`config.mk`:
```
export PLATFORM = sky130hd
export DESIGN_NAME = z_writeback_unit
export DESIGN_NICKNAME = d
export VERILOG_FILES = /design/src/rtl/z_writeback_unit_pkg.sv /design/src/rtl/z_opcode_decode.sv /design/src/rtl/z_writeback_unit.sv
export SDC_FILE = /design/constraint.sdc
export NUM_CORES = 1
export LEC_CHECK = 0
export CAP_MARGIN = 25
export CORE_MARGIN = 3
export CORE_UTILIZATION = 40
export CTS_CLUSTER_DIAMETER = 100
export DETAILED_ROUTE_END_ITERATION = 8
export PLACE_DENSITY = 0.84
export SETUP_SLACK_MARGIN = 0.2
export SYNTH_ARGS = -nofsm -noshare
export SYNTH_HDL_FRONTEND = slang
export SYNTH_HIERARCHICAL = 1
export SYNTH_SLANG_ARGS = --single-unit
```
`constraint.sdc`:
```
create_clock -name clock -period 2.9 [get_ports clock]
set_input_delay 0.725 -clock clock [delete_from_list [all_inputs] [get_ports clock]]
set_output_delay 0.725 -clock clock [all_outputs]
set_load 0.005 [all_outputs]
```
`src/rtl/z_writeback_unit_pkg.sv`:
```
// Shared ALU opcode map, BusMux destination codes and writeback FSM states.
// Used by the ALU, the control unit and the Z writeback path.
package z_writeback_unit_pkg;

    localparam logic [4:0] OpAdd  = 5'b00011;
    localparam logic [4:0] OpSub  = 5'b00100;
    localparam logic [4:0] OpAnd  = 5'b00101;
    localparam logic [4:0] OpOr   = 5'b00110;
    localparam logic [4:0] OpShr  = 5'b00111;
    localparam logic [4:0] OpShra = 5'b01000;
    localparam logic [4:0] OpShl  = 5'b01001;
    localparam logic [4:0] OpRor  = 5'b01010;
    localparam logic [4:0] OpRol  = 5'b01011;
    localparam logic [4:0] OpMul  = 5'b01111;
    localparam logic [4:0] OpDiv  = 5'b10000;
    localparam logic [4:0] OpNeg  = 5'b10001;
    localparam logic [4:0] OpNot  = 5'b10010;

    localparam logic [1:0] DestRz = 2'b00;
    localparam logic [1:0] DestLo = 2'b01;
    localparam logic [1:0] DestHi = 2'b10;

    localparam logic [1:0] StIdle   = 2'b00;
    localparam logic [1:0] StBeatLo = 2'b01;
    localparam logic [1:0] StBeatHi = 2'b10;

    typedef struct packed {
        logic legal;
        logic isMuldiv;
    } opClass_t;

endpackage

```
`src/rtl/z_opcode_decode.sv`:
```
// Classifies an ALU opcode: is it defined, and does it yield a two-word (mul/div) result.
module z_opcode_decode
    import z_writeback_unit_pkg::*;
(
    input  logic [4:0] ALUControl,
    output logic       legal,
    output logic       isMuldiv
);

    opClass_t opClass;

    always_comb begin
        opClass = '0;
        case (ALUControl)
            OpAdd, OpSub, OpAnd, OpOr, OpShr, OpShra, OpShl, OpRor, OpRol, OpNeg, OpNot: begin
                opClass.legal = 1'b1;
            end
            OpMul, OpDiv: begin
                opClass.legal    = 1'b1;
                opClass.isMuldiv = 1'b1;
            end
            default: opClass = '0;
        endcase
    end

    assign legal    = opClass.legal;
    assign isMuldiv = opClass.isMuldiv;

endmodule

```
`src/rtl/z_writeback_unit.sv`:
```
// Captures the 2*DATA_W ALU result into Zhigh/Zlow and streams it onto BusMux
// as one beat (Rz) or two beats (LO then HI) for mul/div.
module z_writeback_unit
    import z_writeback_unit_pkg::*;
#(
    parameter int unsigned DATA_W = 32
) (
    input  logic                clock,
    input  logic                reset,
    input  logic [2*DATA_W-1:0] ZMuxIn,
    input  logic [4:0]          ALUControl,
    input  logic                in_valid,
    output logic                in_ready,
    output logic [DATA_W-1:0]   bus_data,
    output logic [1:0]          bus_dest,
    output logic                bus_valid,
    input  logic                bus_ready,
    output logic [DATA_W-1:0]   Zhigh,
    output logic [DATA_W-1:0]   Zlow,
    output logic                busy,
    output logic                op_err
);

    logic [1:0]        stateQ, stateD;
    logic              muldivQ, muldivD;
    logic [DATA_W-1:0] zHighQ, zLowQ;
    logic              opErrQ;
    logic              legal, isMuldiv;
    logic              finalBeat, xferIn, xferOut;

    z_opcode_decode uDecode (
        .ALUControl (ALUControl),
        .legal      (legal),
        .isMuldiv   (isMuldiv)
    );

    // The last beat of a result can overlap acceptance of the next one.
    assign finalBeat = ((stateQ == StBeatLo) & ~muldivQ) | (stateQ == StBeatHi);
    assign in_ready  = (stateQ == StIdle) | (finalBeat & bus_ready);
    assign xferIn    = in_valid & in_ready;
    assign bus_valid = (stateQ != StIdle);
    assign xferOut   = bus_valid & bus_ready;

    always_comb begin
        stateD  = stateQ;
        muldivD = muldivQ;
        case (stateQ)
            StBeatLo: begin
                if (xferOut) begin
                    stateD = muldivQ ? StBeatHi : StIdle;
                end
            end
            StBeatHi: begin
                if (xferOut) begin
                    stateD = StIdle;
                end
            end
            default: stateD = StIdle;
        endcase
        // An undefined opcode still lands in Z but never reaches the bus.
        if (xferIn) begin
            stateD  = legal ? StBeatLo : StIdle;
            muldivD = legal & isMuldiv;
        end
    end

    always_ff @(posedge clock) begin
        if (reset) begin
            stateQ  <= StIdle;
            muldivQ <= 1'b0;
            zHighQ  <= '0;
            zLowQ   <= '0;
            opErrQ  <= 1'b0;
        end else begin
            stateQ  <= stateD;
            muldivQ <= muldivD;
            opErrQ  <= xferIn & ~legal;
            if (xferIn) begin
                zHighQ <= ZMuxIn[2*DATA_W-1:DATA_W];
                zLowQ  <= ZMuxIn[DATA_W-1:0];
            end
        end
    end

    always_comb begin
        bus_data = '0;
        bus_dest = DestRz;
        case (stateQ)
            StBeatLo: begin
                bus_data = zLowQ;
                bus_dest = muldivQ ? DestLo : DestRz;
            end
            StBeatHi: begin
                bus_data = zHighQ;
                bus_dest = DestHi;
            end
            default: begin
                bus_data = '0;
                bus_dest = DestRz;
            end
        endcase
    end

    assign Zhigh  = zHighQ;
    assign Zlow   = zLowQ;
    assign busy   = (stateQ != StIdle);
    assign op_err = opErrQ;

endmodule

```
Word-level counts from Yosys, hierarchy flattened
Index checks and enable logic that the tools add are counted.
{ "word_totals": {"ff_bits": 68, "inputBits": 73, "output_inout_bits": 102, "word_cells": 48} }
{ "classes": {"eq_ne": 17, "n_mux": 11, "bitwise_logic": 10, "reduce_logical": 5} }
{ "ops": {"columns": ["operator", "n"], "rows": [
  ["$pmux 32 s2", 1],
  ["$eq 5x4->1 const B", 5],
  ["$eq 5x3->1 const B", 4],
  ["$eq 5x5->1 const B", 3],
  ["$reduce_or 13->1", 1],
  ["$mux 2", 4],
  ["$pmux 2 s2", 2],
  ["$and 1x1->1", 6],
  ["$ne 3x3->1 const B", 2],
  ["$eq 5x2->1 const B", 1],
  ["$mux 1", 4],
  ["$eq 2x1->1 const B", 1],
  ["$eq 2x2->1 const B", 1],
  ["$logic_not 2->1", 1],
  ["$not 1->1", 2],
  ["$or 1x1->1", 2],
  ["$reduce_and 2->1", 1],
  ["$reduce_bool 2->1", 1],
  ["$reduce_or 2->1", 1]
]} }

Depth between registers and ports, before layout
{ "logic_depth": {"depth_word": 8, "depth_mapped": 9, "mapped_depth_nobuf": 6} }

Hierarchy
Netlist, hierarchy kept.
{ "by_module_without_submodules": {"columns": ["mod", "n_inst", "cells_each", "area_per_inst_um2", "seq_area_each_um2"], "rows": [
  ["z_writeback_unit", 1, 385, 3001.6, 1361.3],
  ["z_opcode_decode", 1, 10, 56.3, 0.0]
]} }

Worst setup path before layout
OpenSTA, ideal clock, no wires.
{ "synth_timing": {"path_kind": "register to output", "from": "register stateQ[0]", "to": "output port bus_data[0]", "arrival_time_ns": 1.234, "t_required_ns": 2.175, "slack_ns": 0.941, "path_stages_with_launch": 7, "n_path_buf": 2, "cell_sequence": "dfxtp_1 > inv_1 > ha_1 > buf_2 > clkbuf_1 > a22oi_1 > nor2b_1"} }
{ "synth_via": {"elab_chain_cells": 2, "elab_cells_between_ends": 3, "classes_between": "eq/ne (2); mux (1)"} }
{ "synth_lines": {"columns": ["item", "line", "source"], "rows": [
  ["start: declaration", "z_writeback_unit.sv:24", "logic [1:0] stateQ, stateD;"],
  ["start signal: assignment", "z_writeback_unit.sv:69", "stateQ <= StIdle;"],
  ["start signal: assignment", "z_writeback_unit.sv:75", "stateQ <= stateD;"],
  ["$eq 2x2->1 / $eq 2x1->1 (equally long branches)", "z_writeback_unit.sv:88", "case (stateQ)"],
  ["$pmux 32 s2 (*)", "z_writeback_unit.sv:88", null],
  ["end: declaration", "z_writeback_unit.sv:14", "output logic [DATA_W-1:0] bus_data,"]
]} }
Mark *: on every way between the ends. The rest lies on a longest branch, timed or not.

Worst setup path in the final report
{ "layout_timing": {"from": "register stateQ[1]", "to": "output port bus_dest[0]"} }
{ "layout_via": {"elab_chain_cells": 2, "elab_cells_between_ends": 3, "classes_between": "eq/ne (2); mux (1)"} }
{ "layout_lines": {"columns": ["item", "line", "source"], "rows": [
  ["$eq 2x2->1 / $eq 2x1->1 (equally long branches)", "z_writeback_unit.sv:88", null],
  ["$pmux 2 s2 (*)", "z_writeback_unit.sv:88", null],
  ["end: declaration", "z_writeback_unit.sv:15", "output logic [1:0] bus_dest,"]
]} }
Marks and branches as above.

==> run summary <==
### Final layout
* **number of diodes added for antenna fixing** 0
* **share of cells above drive strength 1** 8.64%
* **final layout net count** 640
* **commonest non-fill, non-tap cell in the layout** sky130_fd_sc_hd__clkdlybuf4s50_1
* **signed area change from the synthesized netlist to the final layout** 71.7%
* **final core occ** 71.6%
* **top library cells by usage in the layout, fill and taps aside** 168 x sky130_fd_sc_hd__clkdlybuf4s50_1, 134 x sky130_fd_sc_hd__nand2_1, 68 x sky130_fd_sc_hd__a21oi_1

### Global routing
* **pin count of the biggest net entering global routing** 69
* **global route hottest layer** met2
* **met3 demand-to-capacity share in global routing** 6.92%
* **number of antenna violations at the first check in global routing** 0
* **first-pass GRT wire length** 16000 um
* **GR Layer Usage met1** 27.1%
* **overflow left after global routing** 0
* **Overall Global Routing Usage** 23.0%
* **number of global-route vias before repair** 3301
* **global-route met2 utilization** 39.2%

### Timing
* **final worst path period share** 90.9%
* **Fin Setup TNS** 0 ns
* **setup repair after global routing missed its margin** true
* **post-layout minimum cycle time** 2.64 ns
* **Least-Margin Pin Slew** 0.350 ns
* **number of max-slew violations in the final report** 0
* **worst clock skew on the final layout** 0.00856 ns
* **Achievable Freq** 0.379 GHz
* **hold violation total from the final report** 0
* **Final setup viols** 0
* **Max-Slew Margin vs Limit** 76.5%

### Critical path
* **kind of cell with the highest combined delay on the critical path** buffers and inverters
* **WP data required** 2.17 ns
* **Setup crit start** stateQ[1]
* **path type of the worst setup path** flip-flop to primary output
* **crit-path cells** inv_2, ha_4, buf_12, and3_1, clkdlybuf4s50_1
* **Critical Path Slowest Stage Cell** sky130_fd_sc_hd__clkdlybuf4s50_1
* **highest fanout seen on the critical path** 14
* **CP Launch Type** flip-flop
* **logic depth of the worst path, buffers included** 5
* **data arrival time at the worst-slack endpoint** 1.91 ns
* **CP peak stage delay** 0.51 ns
* **capturing element type of the critical path** primary output
* **number of buffer and inverter stages on the critical path** 3
* **startpoint of the lowest-slack register-to-register path** stateQ[0]
* **R2R depth** 9

### CTS
* **sinks on the clock net** 68
* **Hold-fix buffers, CTS** 0
* **number of levels in the clock H-tree** 3
* **root cell of the clock tree** sky130_fd_sc_hd__clkbuf_8
* **clock tree from TritonCTS** done
* **Clock transition at path regs** 0.08 ns
* **clock tree buffer depth** 2
* **total clock buffers created by CTS** 9
* **clk_lat worst skew** 0.33 ns

### Place
* **GPL Wtd Cong** 0.814
* **number of port buffers** 174
* **post-DP HPWL** 6910 um

### Synth
* **gate count after technology mapping** 395
* **largest cells by area after synthesis** sky130_fd_sc_hd__dfxtp_1 45%, sky130_fd_sc_hd__nand2_1 16%, sky130_fd_sc_hd__a21oi_1 11%
* **Syn. warnings** 6
* **post-synthesis cell type count** 26
* **flip-flop and latch count after synthesis** 68
* **post-synthesis instance area** 3060 um2
* **register area share after synthesis** 44.5%
* **Syn Nets** 472
* **top-area cell type share of the netlist area** 44.5%
* **average cell area after synthesis** 7.74 um2
* **Yosys top cell by area** sky130_fd_sc_hd__dfxtp_1

### Drt
* **iteration count of the initial detailed-routing pass** 4
* **DRC viols** 0
* **starting DRC count in detailed routing** 197
* **Antenna Nets Post-Route** 0
* **via count** 3425
* **post-DR wirelength/cell** 15.9 um
* **overall routed net length** 10600 um
* **via density per instance** 5.14

### Pwr
* **power density over the cells** 426 nW/um2
* **relative contribution of the clock network to total power** 34.1%
* **internal power** 1.66 mW
* **share of total power in sequential cells** 46.5%
* **switching power as a share of total power** 25.7%
* **leak pwr** 1.92 nW
* **P_sw** 0.574 mW
* **Worst IR Drop VDD** 0.000260 V
* **Comb power frac** 19.4%

### Worst hold path
* **Hold WC Path Type** flip-flop to flip-flop
* **launch instance of the worst min-delay path** Zhigh[25]
* **Hold Path Stages** 2

### Floorplanning
* **# IOs** 175
* **floorplan die area** 8730 um2
* **core region area** 7330 um2
* **die span in y** 93.4 um
* **standard-cell rows** 31
* **Initial Utilization** 41.7%
* **die extent in x** 93.4 um

### Run
* **count of maximum capacitance violations** 0

### Status
* **result of the run** completed

-- timing repair --
item | in CTS | in global routing
gates cloned | 1 | 2
setup buffers | 2 | 3
resized for setup | 14 | 11
pin swaps | 2 | 2
setup endpoints to repair | 34 | 24
endpoints found under the hold margin | 0 | 0
-- per-layer routing --
layer,vias to the layer above,share of wire (%)
met1,1613,40
met3,12,8.9
li1,1647,-
met4,0,1.2
met5,-,0
met2,153,50
-- through the flow --
step	worst slack, ns	total power, mW	instance area, um2	instances	hold WS, ns
3_3_place_gp	0.313	1.47	4850	642	0.454
5_1_grt	0.195	2.34	5250	666	0.494
2_1_floorplan	0.941	1.22	3060	395	0.465
6_report	0.263	2.24	5250	666	0.474
4_1_cts	0.221	2.25	5150	661	0.473
3_5_place_dp	0.301	1.48	4870	643	0.463
-- worst paths after layout --
path	slack [ns]	endpoint
worst max register to register	0.81	Zhigh[16]
worst min register to register	0.47	Zhigh[25]
worst min-delay path	0.47	Zhigh[25]
worst max-delay path	0.26	bus_dest[0]
-- state kept, by name (all words and copies together), names as in the netlist --
name / flops
Zhigh: 32
stateQ: 2
Zlow: 32
op_err: 1
muldivQ: 1
-- cell families (layout without fill, tap and decap cells) --
| logic type | Yosys count | in the layout | share of synthesized area (%) |
|---|---|---|---|
| AOI/OAI and AO/OA | 108 | 108 | 21.4 |
| and+or+nand+nor | 177 | 177 | 25.3 |
| adders and majority gates | 4 | 4 | 1.64 |
| DFF | 68 | 68 | 44.5 |
| buffers and inverters | 38 | 210 | 7.12 |
-- final cells by class --
type / count / area, um2
clock buffer: 10 / 138
clock inverter: 5 / 52.6
fill: 556 / 2080
inverter: 4 / 15.0
multi-input combinational: 289 / 1530
sequential: 68 / 1370
tap: 99 / 124
timing repair buffer: 191 / 2030
-- power groups by stage --
stage / Clock [mW] / Combinational, mW / Sequential [mW]
finish: 0.763 / 0.435 / 1.04
global route: 0.819 / 0.471 / 1.05
CTS: 0.776 / 0.429 / 1.04
floorplan: 0 / 0.165 / 1.06
global placement: 0 / 0.412 / 1.06
detailed placement: 0 / 0.422 / 1.06
-- Yosys cell counts (all sizes together) --
cell type / n
o21ai: 1
nand3: 1
clkbuf: 15
nor3: 1
o31a: 1
a22oi: 34
o22ai: 1
ha: 4
nand2: 134
buf: 19
a21oi: 68
inv: 4
dfxtp: 68
a211oi: 1
nor2: 2
nor4: 1
nand4: 2
o21a: 1
nor2b: 35
and3: 1
o31ai: 1
-- worst min-delay path, cell delays in order (launching register included) --
cell and delay, ns:
sky130_fd_sc_hd__dfxtp_1 0.32, sky130_fd_sc_hd__nand2_1 0.05, sky130_fd_sc_hd__a21oi_1 0.05
(Power assumes the default switching activity.)
